--- config.mk ---
export PLATFORM = sky130hd
export DESIGN_NAME = bldcm_ramp_commutator
export DESIGN_NICKNAME = d
export VERILOG_FILES = /design/src/rtl/bldcm_ramp_commutator.sv
export SDC_FILE = /design/constraint.sdc
export NUM_CORES = 1
export LEC_CHECK = 0
export CAP_MARGIN = 20
export CELL_PAD_IN_SITES_DETAIL_PLACEMENT = 1
export CELL_PAD_IN_SITES_GLOBAL_PLACEMENT = 2
export CORE_MARGIN = 3
export CORE_UTILIZATION = 33
export CTS_BUF_LIST = sky130_fd_sc_hd__clkbuf_4
export DETAILED_ROUTE_END_ITERATION = 10
export MAX_ROUTING_LAYER = met4
export PLACE_DENSITY_LB_ADDON = 0.1
export SYNTH_ARGS = -nofsm -noshare
export SYNTH_HDL_FRONTEND = slang
export SYNTH_SLANG_ARGS = --single-unit
--- constraint.sdc ---
create_clock -name iClock -period 6.3 [get_ports iClock]
set_input_delay 1.89 -clock iClock [delete_from_list [all_inputs] [get_ports iClock]]
set_output_delay 1.89 -clock iClock [all_outputs]
set_load 0.05 [all_outputs]
--- src/rtl/bldcm_ramp_commutator.sv ---
// Multi-channel 6-step BLDC commutator with per-channel soft-start/soft-stop divider ramp.
// Shared ramp prescaler and step size; each channel runs its own FSM and phase counter.
module bldcm_ramp_commutator #(
   parameter int unsigned          pNumCh      = 2,
   parameter int unsigned          pDivWidth   = 32,
   parameter int unsigned          pStepWidth  = 16,
   parameter logic [pDivWidth-1:0] pDivStart   = pDivWidth'(100000),
   parameter logic [pDivWidth-1:0] pDivMin     = pDivWidth'(1000),
   parameter int unsigned          pRampPeriod = 50000
) (
   input  logic                          iClock,
   input  logic                          iReset_n,
   input  logic [pNumCh-1:0]             iLatch,
   input  logic [pNumCh*pDivWidth-1:0]   iDivTarget,
   input  logic [pNumCh-1:0]             iDir,
   input  logic [pNumCh-1:0]             iRun,
   input  logic [pStepWidth-1:0]         iRampStep,
   output logic [pNumCh*3-1:0]           oPhase,
   output logic [pNumCh-1:0]             oPhaseTick,
   output logic [pNumCh*pDivWidth-1:0]   oDivCur,
   output logic [pNumCh-1:0]             oRunning,
   output logic [pNumCh-1:0]             oAtTarget
);

   localparam int unsigned W     = pDivWidth;
   localparam int unsigned W1    = pDivWidth + 1;
   localparam int unsigned PRE_W = (pRampPeriod > 1) ? $clog2(pRampPeriod) : 1;
   localparam logic [PRE_W-1:0] PRE_LAST = PRE_W'(pRampPeriod - 1);

   typedef enum logic [1:0] {ST_IDLE, ST_RAMP, ST_CRUISE, ST_STOPPING} state_t;

   // Move cur toward dst by step, landing exactly on dst; a zero step jumps straight there.
   function automatic logic [W-1:0] step_toward(input logic [W-1:0] cur,
                                                input logic [W-1:0] dst,
                                                input logic [pStepWidth-1:0] step);
      logic [W1-1:0] step_ext;
      logic [W1-1:0] gap;
      step_ext = W1'(step);
      gap      = (cur > dst) ? W1'(cur - dst) : W1'(dst - cur);
      if (step == '0 || step_ext >= gap) return dst;
      return (cur > dst) ? cur - W'(step) : cur + W'(step);
   endfunction

   // Zero is kept as the stop request; everything else is forced into the legal range.
   function automatic logic [W-1:0] clamp_target(input logic [W-1:0] raw);
      if (raw == '0) return '0;
      if (raw < pDivMin) return pDivMin;
      if (raw > pDivStart) return pDivStart;
      return raw;
   endfunction

   logic [PRE_W-1:0] pre_cnt;
   logic             ramp_tick;

   assign ramp_tick = (pre_cnt == PRE_LAST);

   always_ff @(posedge iClock) begin
      if (!iReset_n)      pre_cnt <= '0;
      else if (ramp_tick) pre_cnt <= '0;
      else                pre_cnt <= pre_cnt + PRE_W'(1);
   end

   for (genvar i = 0; i < pNumCh; i++) begin : g_ch
      state_t         state;
      state_t         state_nxt;
      logic [W-1:0]   target;
      logic [W-1:0]   div_cur;
      logic [W-1:0]   div_nxt;
      logic [W-1:0]   cnt;
      logic [2:0]     phase;
      logic           dir_pend;
      logic           dir_act;
      logic           phase_tick;
      logic           running;
      logic           at_target;
      logic           run_ok;
      logic           wrap;

      assign run_ok = iRun[i] && (target != '0);
      assign wrap   = (cnt >= div_cur - W'(1));

      always_comb begin
         state_nxt = state;
         div_nxt   = div_cur;
         case (state)
            ST_IDLE: begin
               div_nxt = pDivStart;
               if (run_ok) state_nxt = ST_RAMP;
            end
            ST_RAMP: begin
               if (!run_ok)                state_nxt = ST_STOPPING;
               else if (div_cur == target) state_nxt = ST_CRUISE;
               else if (ramp_tick)         div_nxt   = step_toward(div_cur, target, iRampStep);
            end
            ST_CRUISE: begin
               if (!run_ok)                state_nxt = ST_STOPPING;
               else if (target != div_cur) state_nxt = ST_RAMP;
            end
            ST_STOPPING: begin
               if (run_ok)                    state_nxt = ST_RAMP;
               else if (div_cur == pDivStart) state_nxt = ST_IDLE;
               else if (ramp_tick)            div_nxt   = step_toward(div_cur, pDivStart, iRampStep);
            end
            default: state_nxt = ST_IDLE;
         endcase
      end

      always_ff @(posedge iClock) begin
         if (!iReset_n) begin
            state      <= ST_IDLE;
            target     <= pDivStart;
            dir_pend   <= 1'b0;
            dir_act    <= 1'b0;
            div_cur    <= pDivStart;
            cnt        <= '0;
            phase      <= 3'd0;
            phase_tick <= 1'b0;
            running    <= 1'b0;
            at_target  <= 1'b0;
         end else begin
            state     <= state_nxt;
            div_cur   <= div_nxt;
            running   <= (state_nxt != ST_IDLE);
            at_target <= (state_nxt == ST_CRUISE);
            if (iLatch[i]) begin
               target   <= clamp_target(iDivTarget[i*W +: W]);
               dir_pend <= iDir[i];
            end
            // Direction only changes while stopped, on the way out of IDLE.
            if (state == ST_IDLE) begin
               cnt        <= '0;
               phase_tick <= 1'b0;
               if (state_nxt == ST_RAMP) dir_act <= dir_pend;
            end else if (wrap) begin
               cnt        <= '0;
               phase_tick <= 1'b1;
               if (dir_act) phase <= (phase == 3'd0) ? 3'd5 : phase - 3'd1;
               else         phase <= (phase == 3'd5) ? 3'd0 : phase + 3'd1;
            end else begin
               cnt        <= cnt + W'(1);
               phase_tick <= 1'b0;
            end
         end
      end

      assign oPhase[i*3 +: 3] = phase;
      assign oPhaseTick[i]    = phase_tick;
      assign oDivCur[i*W +: W] = div_cur;
      assign oRunning[i]      = running;
      assign oAtTarget[i]     = at_target;
   end

endmodule

==> results of run 1 <==
==> metrics by stage <==
| stage | util [%] | hold WS [ns] | total power [µW] | setup TNS [ns] |
|---|---|---|---|---|
| detailed placement | 40.73 | 0.4514 | 10070 | -5.974 |
| CTS | 41.93 | 0.4684 | 11880 | 0 |
| global placement | 40.73 | 0.4453 | 10020 | -0.6552 |
| global route | 42.44 | 0.4865 | 13000 | -1.582 |
| finish | 42.44 | 0.4651 | 12140 | 0 |
| floorplan | - | 0.4262 | 7033 | 0 |
==> kinds of logic after synthesis <==
group | Yosys count
adder cells (fa/ha/maj) | 339
multiplexers | 48
buffers and inverters | 434
flip-flops | 228
AND/OR/NAND/NOR | 1383
AO/OA/AOI/OAI | 1125
XOR/XNOR | 321
==> per-layer routing <==
metal  track usage [%]  vias to the layer above
met3             5.466                      141
met4             6.235                        0
met5                 -                        -
met1             48.45                    15995
li1                  -                    15269
met2             40.43                     1211
==> worst max path at each step <==
stage,from,endpoint,slack [ns],cells after the start
after floorplan,g_ch[0].div_cur[16],g_ch[0].div_cur[15],0.008,28
final,g_ch[1].div_cur[15],g_ch[1].div_cur[30],0.15,26
after global routing,g_ch[1].div_cur[15],g_ch[1].div_cur[30],-0.13,26
after detailed placement,g_ch[1].div_cur[16],g_ch[1].div_cur[14],-0.37,26
after global placement,g_ch[1].div_cur[16],g_ch[1].div_cur[14],-0.14,26
after CTS,g_ch[1].div_cur[15],g_ch[1].div_cur[14],0.03,26
==> what timing repair did <==
action / CTS / global route
endpoints found under the setup margin: 34 / 56
setup buffers: 1 / 7
pin swaps: 0 / 36
gates cloned: 0 / 3
gates resized for setup: 7 / 64
==> registers in the layout, summed over array words and instances (netlist names) <==
name             cells
g_ch.at_target       2
pre_cnt             16
g_ch.target         64
g_ch.dir_pend        2
g_ch.div_cur        64
g_ch.cnt            64
g_ch.dir_act         2
g_ch.phase           6
g_ch.running         2
g_ch.phase_tick      2
g_ch.state           4
==> layout by cell type (no fill, tap or decap), drive strengths merged, types with 45 or more instances in the layout <==
cell type,instances
a211oi,50
a21o,70
a21oi,314
a221oi,52
a31oi,53
and3,45
buf,512
clkbuf,106
clkdlybuf4s50,161
dfxtp,228
ha,331
inv,214
nand2,304
nand2b,47
nand3,110
nand4,82
nor2,421
nor3,118
nor4,72
o21ai,233
xnor2,244
xor2,77
==> critical path: stages (launching register included) <==
cell and delay [ns]:
dfxtp_4 0.35, inv_2 0.06, ha_4 0.27, nand4_1 0.16, or4_4 0.58, a311oi_2 0.23, o31a_1 0.19, o21a_1 0.18
mux2i_1 0.27, o22ai_1 0.14, a221oi_2 0.31, o22ai_1 0.13, a221oi_2 0.30, o22ai_1 0.16, a221oi_2 0.27, xor2_1 0.19
ha_1 0.25, o2111a_1 0.27, a2111oi_4 0.34, buf_4 0.18, o21ai_2 0.05, a21oi_2 0.19, nor4_4 0.07, a31o_4 0.34
mux2i_1 0.22, a221oi_2 0.08, a211oi_1 0.25
==> report_power, final <==
part	switching, µW	internal (µW)
logic	5380	3490
registers	65.4	1520
clock network	806	885
==> area by class of cell <==
cell class	count	area share [%]
Clock buffer	105	2.213
Timing Repair Buffer	674	15.80
Antenna cell	2	0.01405
Multi-Input combinational cell	3218	62.21
Clock inverter	22	0.4847
Sequential cell	228	12.93
Tap cell	1134	3.983
Inverter	224	2.367
==> flow_summary.yaml, run 1 <==
run_status:
  run_status: "finished clean"
drt:
  wl_met1_um: 71430
  wl_met2_um: 53220
  drt-initial-drc-count: 2906
  via_per_inst: 5.817
  antenna_left: 0
  first_pass_iters: 5
  drc: 0
  vias: 32616
  topRoutingLayerUsed: "met4"
  finalWirelength_um: 139000
  avgRoutedWirePerCell_um: 24.79
  met3_length_um: 11890
floorplan:
  boundaryPins: 164
  dieArea_um2: 88510
  die_y_um: 297.5
  core_um2: 83950
  fp-row-count: 106
  start_util_pct: 33.40
  die_x_um: 297.5
logic_synthesis:
  synth-edff-count: 0
  synth_top_family_by_area: "compound AO/OA/AOI/OAI gates"
  synth_area_um2: 28040
  synth_nets: 4305
  synth_area_leader_cell: "dfxtp_1"
  synth_warnings: 0
  synthArstFlopShare_pct: 0
  yosysMostFrequentCell: "nor2_1"
  synth_xor_area_share_pct: 10.03
  yosysUniqueCellTypes: 96
  synth_common_cells: "nor2_1, ha_1, a21oi_1"
  synth-adder-area-share_pct: 15.34
  synth_flop_cell: "dfxtp_1"
  synth_compound_area_share_pct: 26.40
  ys_ff_latch: 228
  yosysSeqAreaShare_pct: 16.28
  synthSimpleGateAreaFrac_pct: 24.06
  synth_cells: 3878
  muxShareOfSynthArea_pct: 1.736
  synth.area.top_cells: "dfxtp_1, ha_1, xnor2_1"
  syn_avg_cell_area_um2: 7.231
  synth_top_area_share_pct: 16.28
clock_tree:
  cts_sinks: 228
  clk_path_buf_depth: 3
  cts.clk_slew.worst_paths_ns: 0.07
  htreeDepth: 3
  cts_root_buffer: "clkbuf_4"
  worstSkewPairLatency_ns: 0.91
  holdBufCountCts: 0
  cts_tree: "yes"
  cts_buffers: 76
hold_path:
  min_path_type: "flop to flop"
  min_to: "pre_cnt[0]"
  hp-start: "pre_cnt[0]"
  hold_depth: 1
critical_path:
  arrival_ns: 6.92
  crit_required_ns: 7.08
  worstPathMaxFanout: 8
  start_kind: "flop"
  reg2reg_from: "g_ch[1].div_cur[15]"
  r2r_slack_ns: 0.15
  crit_type: "flop to flop"
  endpoint_kind: "flop"
  reg2regPathDepth: 26
  reg2reg_to: "g_ch[1].div_cur[30]"
finish:
  regArea_um2: 4608
  nets: 4849
  multi_input_area_um2: 22160
  drive_gt1_share_pct: 17.13
  stdcell_count: 5607
  areaGrowthSynthToFinish_pct: 27.05
  final_area_um2: 35630
  fillers: 10432
global_routing:
  grt_pass1_vias: 31796
  gr-total-overflow: 0
  grt_first_pass_wirelength_um: 205900
  antenna_found_initial: 4
  grt_max_degree: 51
  track_usage_pct: 31.03
timing:
  setup_violations: 0
  fmax_mhz: 162.7
  drv_slew: 0
  setup_ws_ns: 0.1536
  rsz0062_at_grt: "true"
  period_share_pct: 97.56
  worstMarginPinSlew_ns: 1.125
  fin_crit_ns: 6.146
  slew_headroom_pct: 25.00
  final_hold_viol_count: 0
  skew_ns: 0.07313
power:
  powerDensity_nw_per_um2: 340.8
  irDropWorstVdd_mv: 0.2056
  p_leak_uw: 0.01496
place:
  dp_slack_ns: -0.3722
  io_buffers: 163
  dp.cells: 5467
  gp_congestion: 0.9563
  dp_hpwl_um: 113200
  placed_area_um2: 34200
job:
  maxCapViolCount: 0
(Power assumes the default switching activity.)
==> run 2: changes to the inputs <==
CORE_MARGIN = not set   (was 3)
SLEW_MARGIN = 10   (was not set)
==> flow_summary.yaml, run 2 (synthesis results as in run 1) <==
timing:
  slew_headroom_pct: 35.81
  rsz0062_at_grt: "true"
  worstMarginPinSlew_ns: 0.9594
  period_share_pct: 98.77
  skew_ns: 0.08246
  fin_crit_ns: 6.223
  setup_violations: 0
  fmax_mhz: 160.7
  drv_slew: 0
  final_hold_viol_count: 0
global_routing:
  antenna_found_initial: 3
  busiest_layer: "met1"
  track_usage_pct: 32.20
  use_met3_pct: 6.014
  grtUsageMet2_pct: 41.48
  gr-total-overflow: 0
  grt_first_pass_wirelength_um: 203400
  grt_use_met1_pct: 50.26
  grt_pass1_vias: 31187
  grt_max_degree: 55
power:
  clockPowerShare_pct: 13.6
  seqPwrFrac_pct: 13.3
  switchingPower_uw: 6236
  power.internal_uw: 5664
  irDropWorstVdd_mv: 0.1959
  powerDensity_nw_per_um2: 339.0
  switching_share_pct: 52.40
  p_leak_uw: 0.01465
  p_total_uw: 11900
  power_frac_comb_pct: 73.0
hold_path:
  hp-start: "pre_cnt[0]"
  hold_depth: 1
  min_to: "pre_cnt[0]"
  min_path_type: "flop to flop"
place:
  gp_congestion: 0.9481
  placed_area_um2: 33730
  io_buffers: 163
  dp_hpwl_um: 113600
clock_tree:
  clk_path_buf_depth: 3
  cts_tree: "yes"
  cts_root_buffer: "clkbuf_4"
  htreeDepth: 3
  worstSkewPairLatency_ns: 0.94
  cts_buffers: 76
  cts.clk_slew.worst_paths_ns: 0.08
  cts_sinks: 228
  holdBufCountCts: 0
finish:
  nets: 4794
  top_regs: "g_ch.cnt (64), g_ch.div_cur (64), g_ch.target (64)"
  layout_commonest_cell: "buf_4"
  final_area_um2: 35100
  multi_input_area_um2: 22120
  finish.utilization_pct: 41.87
  fillers: 10551
  layout_common_cells: "buf_4, nor2_1, ha_1, a21oi_1, nand2_1"
  regArea_um2: 4609
  drive_gt1_share_pct: 15.88
  areaGrowthSynthToFinish_pct: 25.16
floorplan:
  die_x_um: 293.5
  dieArea_um2: 86150
  core_um2: 83820
  boundaryPins: 164
  start_util_pct: 33.45
  die_y_um: 293.5
  fp-row-count: 106
critical_path:
  worstPathMaxFanout: 5
  arrival_ns: 7.05
  endpoint_kind: "flop"
  start_kind: "flop"
  reg2reg_to: "g_ch[1].div_cur[1]"
  cp-startpoint: "g_ch[1].div_cur[15]"
  crit_type: "flop to flop"
  reg2regPathDepth: 27
  r2r_slack_ns: 0.08
  crit_required_ns: 7.13
  reg2reg_from: "g_ch[1].div_cur[15]"
drt:
  drc: 0
  vias: 32336
  finalWirelength_um: 139000
  drt-initial-drc-count: 2656
  avgRoutedWirePerCell_um: 25.01
  via_per_inst: 5.818
  first_pass_iters: 5
  antenna_left: 0
job:
  maxCapViolCount: 0
run_status:
  run_status: "finished clean"
[run 2: cell count changes in the layout (fill, tap and decap cells not counted), moves of 3 or more]
cell	before	now
clkinv_1	24	29
a221oi_2	13	8
o21ai_0	221	224
buf_4	495	446
a221oi_1	39	44
o21ai_2	6	2
buf_12	11	7
[run 2: power by group through the flow]
| stage | combinational (µW) | clock [µW] | sequential, µW |
|---|---|---|---|
| after CTS | 8380 | 1680 | 1580 |
| after floorplan | 5200 | 0 | 1840 |
| after global placement | 8260 | 0 | 1610 |
| after global routing | 9350 | 1750 | 1590 |
| final | 8690 | 1620 | 1590 |
| after detailed placement | 8300 | 0 | 1610 |
[run 2: timing repair]
item	4_1_cts	5_1_grt
resized for setup	9	49
hold endpoints to repair	0	0
gates cloned	0	2
pin swaps	1	29
endpoints found under the setup margin	32	58
buffers inserted	0	9
[run 2: worst max-delay path by stage]
stage | endpoint | slack, ns | depth (start not counted)
final | g_ch[1].div_cur[1] | 0.08 | 27
after global routing | g_ch[1].div_cur[1] | -0.10 | 27
after CTS | g_ch[1].div_cur[0] | 0.008 | 27
after detailed placement | g_ch[1].div_cur[14] | -0.37 | 26
after global placement | g_ch[1].div_cur[14] | -0.23 | 26
after floorplan | g_ch[0].div_cur[15] | 0.008 | 28
[run 2: critical path: stages, from the launching register on]
cell       delay [ns]
dfxtp_4          0.36
inv_4            0.04
ha_4             0.26
nand4_1          0.16
or4_4            0.58
a311oi_4         0.24
o31a_1           0.20
o21a_1           0.20
mux2i_2          0.29
o22ai_2          0.13
a221oi_2         0.33
o22ai_2          0.12
a221oi_2         0.30
o22ai_1          0.15
a221oi_2         0.26
xor2_1           0.20
ha_1             0.26
o2111a_1         0.28
a2111oi_4        0.30
buf_4            0.18
o21ai_2          0.05
a21oi_2          0.20
nor4_4           0.07
buf_4            0.17
a31o_4           0.30
mux2i_1          0.18
o22ai_1          0.11
a22o_1           0.21
[run 2: layout make-up]
| type | count | area share [%] |
|---|---|---|
| tap | 1134 | 4.043 |
| clock inverter | 28 | 0.4207 |
| inverter | 224 | 2.410 |
| timing repair buffer | 620 | 14.74 |
| clock buffer | 103 | 2.203 |
| sequential | 228 | 13.13 |
| antenna | 4 | 0.02852 |
| multi-input combinational | 3217 | 63.02 |
[run 2: metrics by stage]
step           TNS (ns)  hold slack, ns  cells  worst slack (ns)
5_1_grt         -0.3158          0.5075   5557           -0.1004
4_1_cts               0          0.4630   5542          0.008365
3_3_place_gp     -1.638          0.4392   5411           -0.2251
3_5_place_dp     -5.677          0.4514   5411           -0.3712
6_report              0          0.4571   5558           0.07741
2_1_floorplan         0          0.4262   3878          0.007898
[run 2: per-layer routing]
metal / up-vias / wire [µm]
met3: 136 / 11560
met5: - / 0
li1: 15126 / -
met1: 15921 / 72320
met2: 1153 / 52610
met4: 0 / 2509
